[src/rtl/seg_scan.sv]
// Time-multiplexed common-anode 7-segment scanner with tear-free word commit.
// A word accepted on the valid/ready port waits in a pending register and only
// becomes visible at the next frame boundary, so a frame never mixes two words.
module seg_scan #(
    parameter int unsigned DIGITS       = 8,
    parameter int unsigned SCAN_DIV     = 1000,
    parameter int unsigned BLANK_CYC    = 2,
    parameter int unsigned BLINK_FRAMES = 64
) (
    input  logic                  clk,
    input  logic                  rst_n,
    input  logic                  in_valid,
    output logic                  in_ready,
    input  logic [4*DIGITS-1:0]   in_data,
    input  logic [DIGITS-1:0]     in_dp,
    input  logic [DIGITS-1:0]     in_en,
    input  logic [DIGITS-1:0]     in_blink,
    output logic [7:0]            seg_out,
    output logic [DIGITS-1:0]     an_out,
    output logic                  frame_done
);

    localparam int unsigned CntW = $clog2(SCAN_DIV);
    localparam int unsigned IdxW = $clog2(DIGITS);
    localparam int unsigned FcW  = (BLINK_FRAMES > 1) ? $clog2(BLINK_FRAMES) : 1;

    // Segment pattern (bits 6:0, active low) for one hex nibble.
    function automatic logic [6:0] hex7(input logic [3:0] v);
        logic [6:0] s;
        case (v)
            4'h0: s = 7'h40;
            4'h1: s = 7'h79;
            4'h2: s = 7'h24;
            4'h3: s = 7'h30;
            4'h4: s = 7'h19;
            4'h5: s = 7'h12;
            4'h6: s = 7'h02;
            4'h7: s = 7'h78;
            4'h8: s = 7'h00;
            4'h9: s = 7'h10;
            4'hA: s = 7'h08;
            4'hB: s = 7'h03;
            4'hC: s = 7'h46;
            4'hD: s = 7'h21;
            4'hE: s = 7'h06;
            default: s = 7'h0E;
        endcase
        return s;
    endfunction

    logic [CntW-1:0]     cnt_q, cnt_d;
    logic [IdxW-1:0]     idx_q, idx_d;
    logic [FcW-1:0]      fcnt_q, fcnt_d;
    logic                phase_q, phase_d;

    logic                pend_full_q;
    logic [4*DIGITS-1:0] pend_data_q, act_data_q;
    logic [DIGITS-1:0]   pend_dp_q, pend_en_q, pend_blink_q;
    logic [DIGITS-1:0]   act_dp_q, act_en_q, act_blink_q;

    logic [7:0]          seg_d;
    logic [DIGITS-1:0]   an_d;
    logic                last_slot, wrap, accept, commit, lit;
    logic [3:0]          digit;

    assign in_ready = !pend_full_q;

    // Slot/digit/frame counters and handshake decisions.
    always_comb begin
        last_slot = (cnt_q == CntW'(SCAN_DIV - 1));
        wrap      = last_slot && (idx_q == IdxW'(DIGITS - 1));
        cnt_d     = last_slot ? '0 : cnt_q + 1'b1;
        idx_d     = idx_q;
        if (last_slot) begin
            idx_d = wrap ? '0 : idx_q + 1'b1;
        end
        fcnt_d  = fcnt_q;
        phase_d = phase_q;
        if (wrap) begin
            if (fcnt_q == FcW'(BLINK_FRAMES - 1)) begin
                fcnt_d  = '0;
                phase_d = !phase_q;
            end else begin
                fcnt_d = fcnt_q + 1'b1;
            end
        end
        // Pending is never both empty and full, so accept and commit are exclusive;
        // a word captured on a boundary cycle therefore waits for the next boundary.
        accept = in_valid && !pend_full_q;
        commit = wrap && pend_full_q;
    end

    // Output pattern for the current slot, registered below.
    always_comb begin
        digit = act_data_q[{idx_q, 2'b00} +: 4];
        lit   = (cnt_q >= CntW'(BLANK_CYC)) && act_en_q[idx_q]
                && !(act_blink_q[idx_q] && phase_q);
        seg_d = 8'hFF;
        an_d  = '1;
        if (lit) begin
            seg_d = {~act_dp_q[idx_q], hex7(digit)};
            an_d  = ~(DIGITS'(1) << idx_q);
        end
    end

    // State and output registers with synchronous reset.
    always_ff @(posedge clk) begin
        if (!rst_n) begin
            cnt_q        <= '0;
            idx_q        <= '0;
            fcnt_q       <= '0;
            phase_q      <= 1'b0;
            pend_full_q  <= 1'b0;
            pend_data_q  <= '0;
            pend_dp_q    <= '0;
            pend_en_q    <= '0;
            pend_blink_q <= '0;
            act_data_q   <= '0;
            act_dp_q     <= '0;
            act_en_q     <= '0;
            act_blink_q  <= '0;
            seg_out      <= 8'hFF;
            an_out       <= '1;
            frame_done   <= 1'b0;
        end else begin
            cnt_q      <= cnt_d;
            idx_q      <= idx_d;
            fcnt_q     <= fcnt_d;
            phase_q    <= phase_d;
            seg_out    <= seg_d;
            an_out     <= an_d;
            frame_done <= wrap;
            if (accept) begin
                pend_full_q  <= 1'b1;
                pend_data_q  <= in_data;
                pend_dp_q    <= in_dp;
                pend_en_q    <= in_en;
                pend_blink_q <= in_blink;
            end else if (commit) begin
                pend_full_q <= 1'b0;
                act_data_q  <= pend_data_q;
                act_dp_q    <= pend_dp_q;
                act_en_q    <= pend_en_q;
                act_blink_q <= pend_blink_q;
            end
        end
    end

endmodule

[config.mk]
export PLATFORM = sky130hd
export DESIGN_NAME = seg_scan
export DESIGN_NICKNAME = d
export VERILOG_FILES = /design/src/rtl/seg_scan.sv
export SDC_FILE = /design/constraint.sdc
export NUM_CORES = 1
export LEC_CHECK = 0
export BUFFER_PORTS_ARGS = -buffer_cell sky130_fd_sc_hd__buf_2
export CAP_MARGIN = 20
export CORE_ASPECT_RATIO = 0.9
export CORE_UTILIZATION = 30
export DETAILED_ROUTE_END_ITERATION = 7
export PLACE_DENSITY = 0.53
export SYNTH_ARGS = -nofsm -noshare
export SYNTH_HDL_FRONTEND = slang
export SYNTH_SLANG_ARGS = --single-unit
export TNS_END_PERCENT = 10
[constraint.sdc]
create_clock -name clk -period 5.6 [get_ports clk]
set_clock_uncertainty 0.1 [all_clocks]
set_input_delay 0.84 -clock clk [delete_from_list [all_inputs] [get_ports clk]]
set_output_delay 0.84 -clock clk [all_outputs]
set_load 0.01 [all_outputs]
* After elaboration in Yosys (flattened, before gate mapping)
Memory sizes are Yosys's and may differ from the RTL's. A register that Yosys moved wholly into a read port is not among the register bits.
Cells that the tools add are included.
W data, S select, Z words.
** Storage, ports and cells
- Word-level logic and storage cells :: 56
- Register bits after elaboration :: 150
- Memories kept :: 1
- Bits in read-only memories :: 112
- Output and inout port bits :: 18
** Memory list
- (no name shown) :: depth 16, width 7, read ports 1, clocked after memory_dff 1, wr ports 0, RTL line 30 : case (v)
** Operators by class
- Magnitude comparators :: 2
- Add/sub/neg operators :: 3
- Reductions and logical operators :: 15
- Mux-type cells :: 10
- Bitwise gates (word level) :: 4
- Equal/unequal tests :: 3
- Shift-type cells :: 2
** Operator list (number)
- $shiftx A32 B6 Y4 :: 1
- $add A10 B1 Y10 const B :: 1
- $eq A10 B10 Y1 const B :: 1
- $ge A10 B2 Y1 const B :: 1
- $bmux W1 S3 :: 3
- $not A8 Y8 :: 1
- $shl A1 B3 Y8 const A :: 1
- $add A6 B1 Y6 const B :: 1
- $eq A6 B6 Y1 const B :: 1
- $logic_and A1 B1 Y1 :: 6
- $mux W6 :: 1
- $reduce_and A2 Y1 :: 3
- $mux W1 :: 5
- $logic_not A1 Y1 :: 4
- $lt A3 B4 Y1 const B :: 1
- $add A3 B1 Y3 const B :: 1
- $eq A3 B3 Y1 const B :: 1
- $mux W3 :: 1
- $not A1 Y1 :: 3
- $reduce_bool A2 Y1 :: 1
- $reduce_or A2 Y1 :: 1

* Longest topological paths before layout
- Depth in word-level cells :: 7
- Depth in mapped cells :: 11
- Mapped depth without buffers :: 9

* Worst setup path after synthesis
No wires, ideal clock.
- Path kind :: register to register
- From :: register idx_q[0]
- To :: register seg_out[3]
- Arrival :: 2.145 ns
- Cell stages (with the launch flop) :: 9
- Clock period less this slack :: 2.319 ns
- Buffers on the path :: 2
- Setup slack :: 3.281 ns
- Library setup time :: 0.074 ns
- Cells stage by stage :: dfxtp_1 -> buf_6 -> buf_6 -> mux4_2 -> mux2_2 -> inv_1 -> ha_1 -> o211a_1 -> o21ai_0
** Between the ends
- Word-level cells in the longest chain between the ends :: 7
- Elaborated cells on any way between the ends :: 11
- Classes of those cells :: shift (1); mux (4); reduce/logical (6)
** RTL lines
- start: declaration :: RTL line 52 : logic [IdxW-1:0] idx_q, idx_d;
- start signal: assignment :: RTL line 127 : idx_q <= idx_d;
- $bmux W1 S3 :: RTL line 97 : && !(act_blink_q[idx_q] && phase_q);
- $mux W1 (not written as such) :: RTL line 97
- $logic_and A1 B1 Y1 :: RTL line 97
- $logic_not A1 Y1 :: RTL line 97
- $logic_and A1 B1 Y1 :: RTL line 97
- $reduce_and A2 Y1 (no line)
- $logic_not A1 Y1 (no line)
- end: declaration :: RTL line 18 : output logic [7:0] seg_out,
Several ways; a longest one is shown, not always the timed one. The select of a mux whose other input is x is not followed.
A chain may end at the register's enable or synchronous reset.

* Worst setup path in the final report
- From :: register idx_q[1]
- To :: register act_en_q[7]
** Between the ends
- Word-level cells in the longest chain between the ends :: 4
** RTL lines
- $eq A3 B3 Y1 :: RTL line 71 : wrap = last_slot && (idx_q == IdxW'(DIGITS - 1));
- $logic_and A1 B1 Y1 :: RTL line 71
- $logic_and A1 B1 Y1 :: RTL line 90 : commit = wrap && pend_full_q;
- $reduce_and A2 Y1 (no line)
- end signal: assignment :: RTL line 143 : act_en_q <= pend_en_q;
- end: declaration :: RTL line 59 : logic [DIGITS-1:0] act_dp_q, act_en_q, act_blink_q;
Every way passes these cells.

==> flow_metrics.tcl <==
set metrics [dict create \
    status "finished clean" \
    yosys.area_share.simple 0.2048 \
    post-place-ws_ns 2.369 \
    drt_wl_total_um 13690 \
    start_util 0.3095 \
    cts_buffers 17 \
    drtPass1Iterations 4 \
    cellPowerDensity_nw_per_um2 324.4 \
    root_buffer "clkbuf_16" \
    yosysWarnings 0 \
    relSlewSlack 0.4460 \
    setup_viol 0 \
    finalSetupTns_ns 0 \
    via_per_inst 4.487 \
    syn_area_um2 6262 \
    final_cell_area_um2 7391 \
    rsz0062_at_grt "false" \
    die_w_um 154.3 \
    worst_pin_slew_ns 0.8298 \
    period_minus_slack_ns 3.188 \
    synth_xor_area_frac 0.01678 \
    worstPathMaxFanout 56 \
    drt_iter0_markers 248 \
    netlist_instances 700 \
    layout_common_cells "249 x nand2_1, 150 x dfxtp_1, 76 x buf_2" \
    n_antenna_cell 0 \
    grt_pass1_vias 4551 \
    portBuffers 76 \
    startpoint_type "register" \
    max_freq_mhz 313.6 \
    clock_latency_ns 0.42 \
    fp.dieH_um 139.1 \
    grt_pass1_wl_um 23040 \
    synth_compound_area_frac 0.1576 \
    dieArea_um2 21460 \
    ys_seq_elements 150 \
    area_delta_synth_final_pct 18.02 \
    async_reset_ff_frac 0 \
    cpPeakStageDelay_ns 0.86 \
    drv_slew 0 \
    pin_count 77 \
    vias 4581 \
    layout_commonest_cell "nand2_1" \
    core_um2 20230 \
    final-hold-violation-count 0 \
    synthAdderAreaFrac 0.02997 \
    cts_buffer_depth 2 \
    grt_max_degree 84 \
    crit_chain "ha_1 > ha_1 > inv_1 > nor4_2 > nand2_1 > buf_4 > nand2_1 > a21boi_0" \
    drc 0 \
    leakage_nw 2.739 \
    syn_nets 774 \
    drive_above_1_share 0.1789 \
    cp_data_required_time_ns 5.79 \
    post_drt_wl_per_cell_um 13.41 \
    setup.worst_path.end_class "register" \
    detailed_place_hpwl_um 9177 \
    avgSynthCellArea_um2 8.946 \
    htree_levels 4 \
    path_class "reg2reg" \
    synth-edff-count 0 \
    ir_drop_mv 0.1459 \
    clk_pin_slew_ns 0.06 \
    finalWorstSetupSlack_ns 2.412 \
    nets 829 \
    synth.area.top_cells "dfxtp_1 48%, nand2_1 15%, a21boi_0 8.6%" \
    ys_types 41 \
    clock_sinks 150 \
    cts_setup_buffers 0 \
    grt_overflow 0 \
    cp.arrival_ns 3.38 \
    fp-row-count 49 \
    antenna_found_initial 0 \
    maxCapViolCount 0 \
    critPathSlowestCell "dfxtp_1" \
    ant_nets 0 \
    synth_top_family_by_area "simple AND/OR/NAND/NOR gates" \
    ys_seq_area_frac 0.4795 \
    synth_top_cell_by_area "dfxtp_1" \
    yosysTopAreaCellShare 0.4795 \
    synthFlopType "dfxtp_1" \
    cts_tree "yes" \
    timing.final.crit_share 0.5693 \
    ctsResizeCount 0 \
    synth_mux_area_frac 0.06214 \
    min_path_type "reg2reg" \
    place_area_um2 6763 \
    grt_use_total 0.1369 \
    hold_buffers 0 \
    gp_congestion 0.7504 \
]
per-stage QoR:
stage | cells | utilization | hold slack (ns) | total power (W)
finish | 1021 | 0.3653 | 0.3500 | 0.002398
detailed placement | 990 | 0.3343 | 0.3453 | 0.001230
floorplan | 700 | - | 0.3256 | 0.001185
global placement | 989 | 0.3333 | 0.3387 | 0.001226
global route | 1021 | 0.3653 | 0.3696 | 0.002499
CTS | 1020 | 0.3649 | 0.3528 | 0.002437
flip-flops by register name (all words and copies together), names as in the netlist:
| register | flops |
|---|---|
| act_data_q | 32 |
| an_out | 8 |
| idx_q | 3 |
| act_dp_q | 8 |
| act_en_q | 8 |
| phase_q | 1 |
| cnt_q | 10 |
| act_blink_q | 8 |
| pend_dp_q | 8 |
| pend_data_q | 32 |
| seg_out | 8 |
| pend_en_q | 8 |
| frame_done | 1 |
| pend_full_q | 1 |
| pend_blink_q | 8 |
| fcnt_q | 6 |
kinds of logic after synthesis:
kind of cell               after synthesis
AOI/OAI and AO/OA                      134
xor gates and xnor gates                12
adders and majority gates               15
buffers and inverters                   57
DFF                                    150
muxes                                   21
and+or+nand+nor                        311
worst max-delay path: cells and delay by family, from the launching register on:
family | cells | cell delay, ns
AO/OA/AOI/OAI | 1 | 0.08
adder cells (fa/ha/maj) | 2 | 0.55
buffers and inverters | 2 | 0.45
flip-flops | 1 | 0.86
AND/OR/NAND/NOR | 3 | 0.99
synth_stat cells, drive strengths merged, types with 2 or more instances:
cell type  instances
nand3             13
o221ai             3
mux2i              4
o21ai              6
or3                3
and2               9
ha                15
nor2b              4
xor2               4
nand2b             2
or4                2
dfxtp            150
mux2               3
o211ai             2
a21oi              7
nand2            250
nor2              16
nand4              4
a21boi           112
or2                2
nor3               2
inv                9
buf               22
xnor2              8
mux4              14
and3               2
clkbuf            26
layout make-up:
type / count / area, um^2
tap: 255 / 319.1
timing repair buffer: 84 / 452.9
clock inverter: 9 / 150.1
multi-input combinational: 493 / 2962
sequential: 150 / 3003
clock buffer: 21 / 470.5
fill: 2146 / 12840
inverter: 9 / 33.78
power breakdown:
| part | switching, W | internal [W] |
|---|---|---|
| Combinational | 0.0000518 | 0.0000442 |
| Clock | 0.000421 | 0.000774 |
| Sequential | 0.0000146 | 0.00109 |
path summary, 6_finish.rpt:
path                from          end  slack, ns  depth (start not counted)
max             idx_q[1]  act_en_q[7]       2.41                          8
min          act_dp_q[5]  act_dp_q[5]       0.35                          2
max reg2reg     idx_q[1]  act_en_q[7]       2.41                          8
min reg2reg  act_dp_q[5]  act_dp_q[5]       0.35                          2
layer usage:
metal,routed length [um],global-route usage
met1,7297,0.1883
met2,5827,0.2045
met3,464,0.03969
met4,102,0.04534
met5,0,0
(Power assumes the default switching activity.)
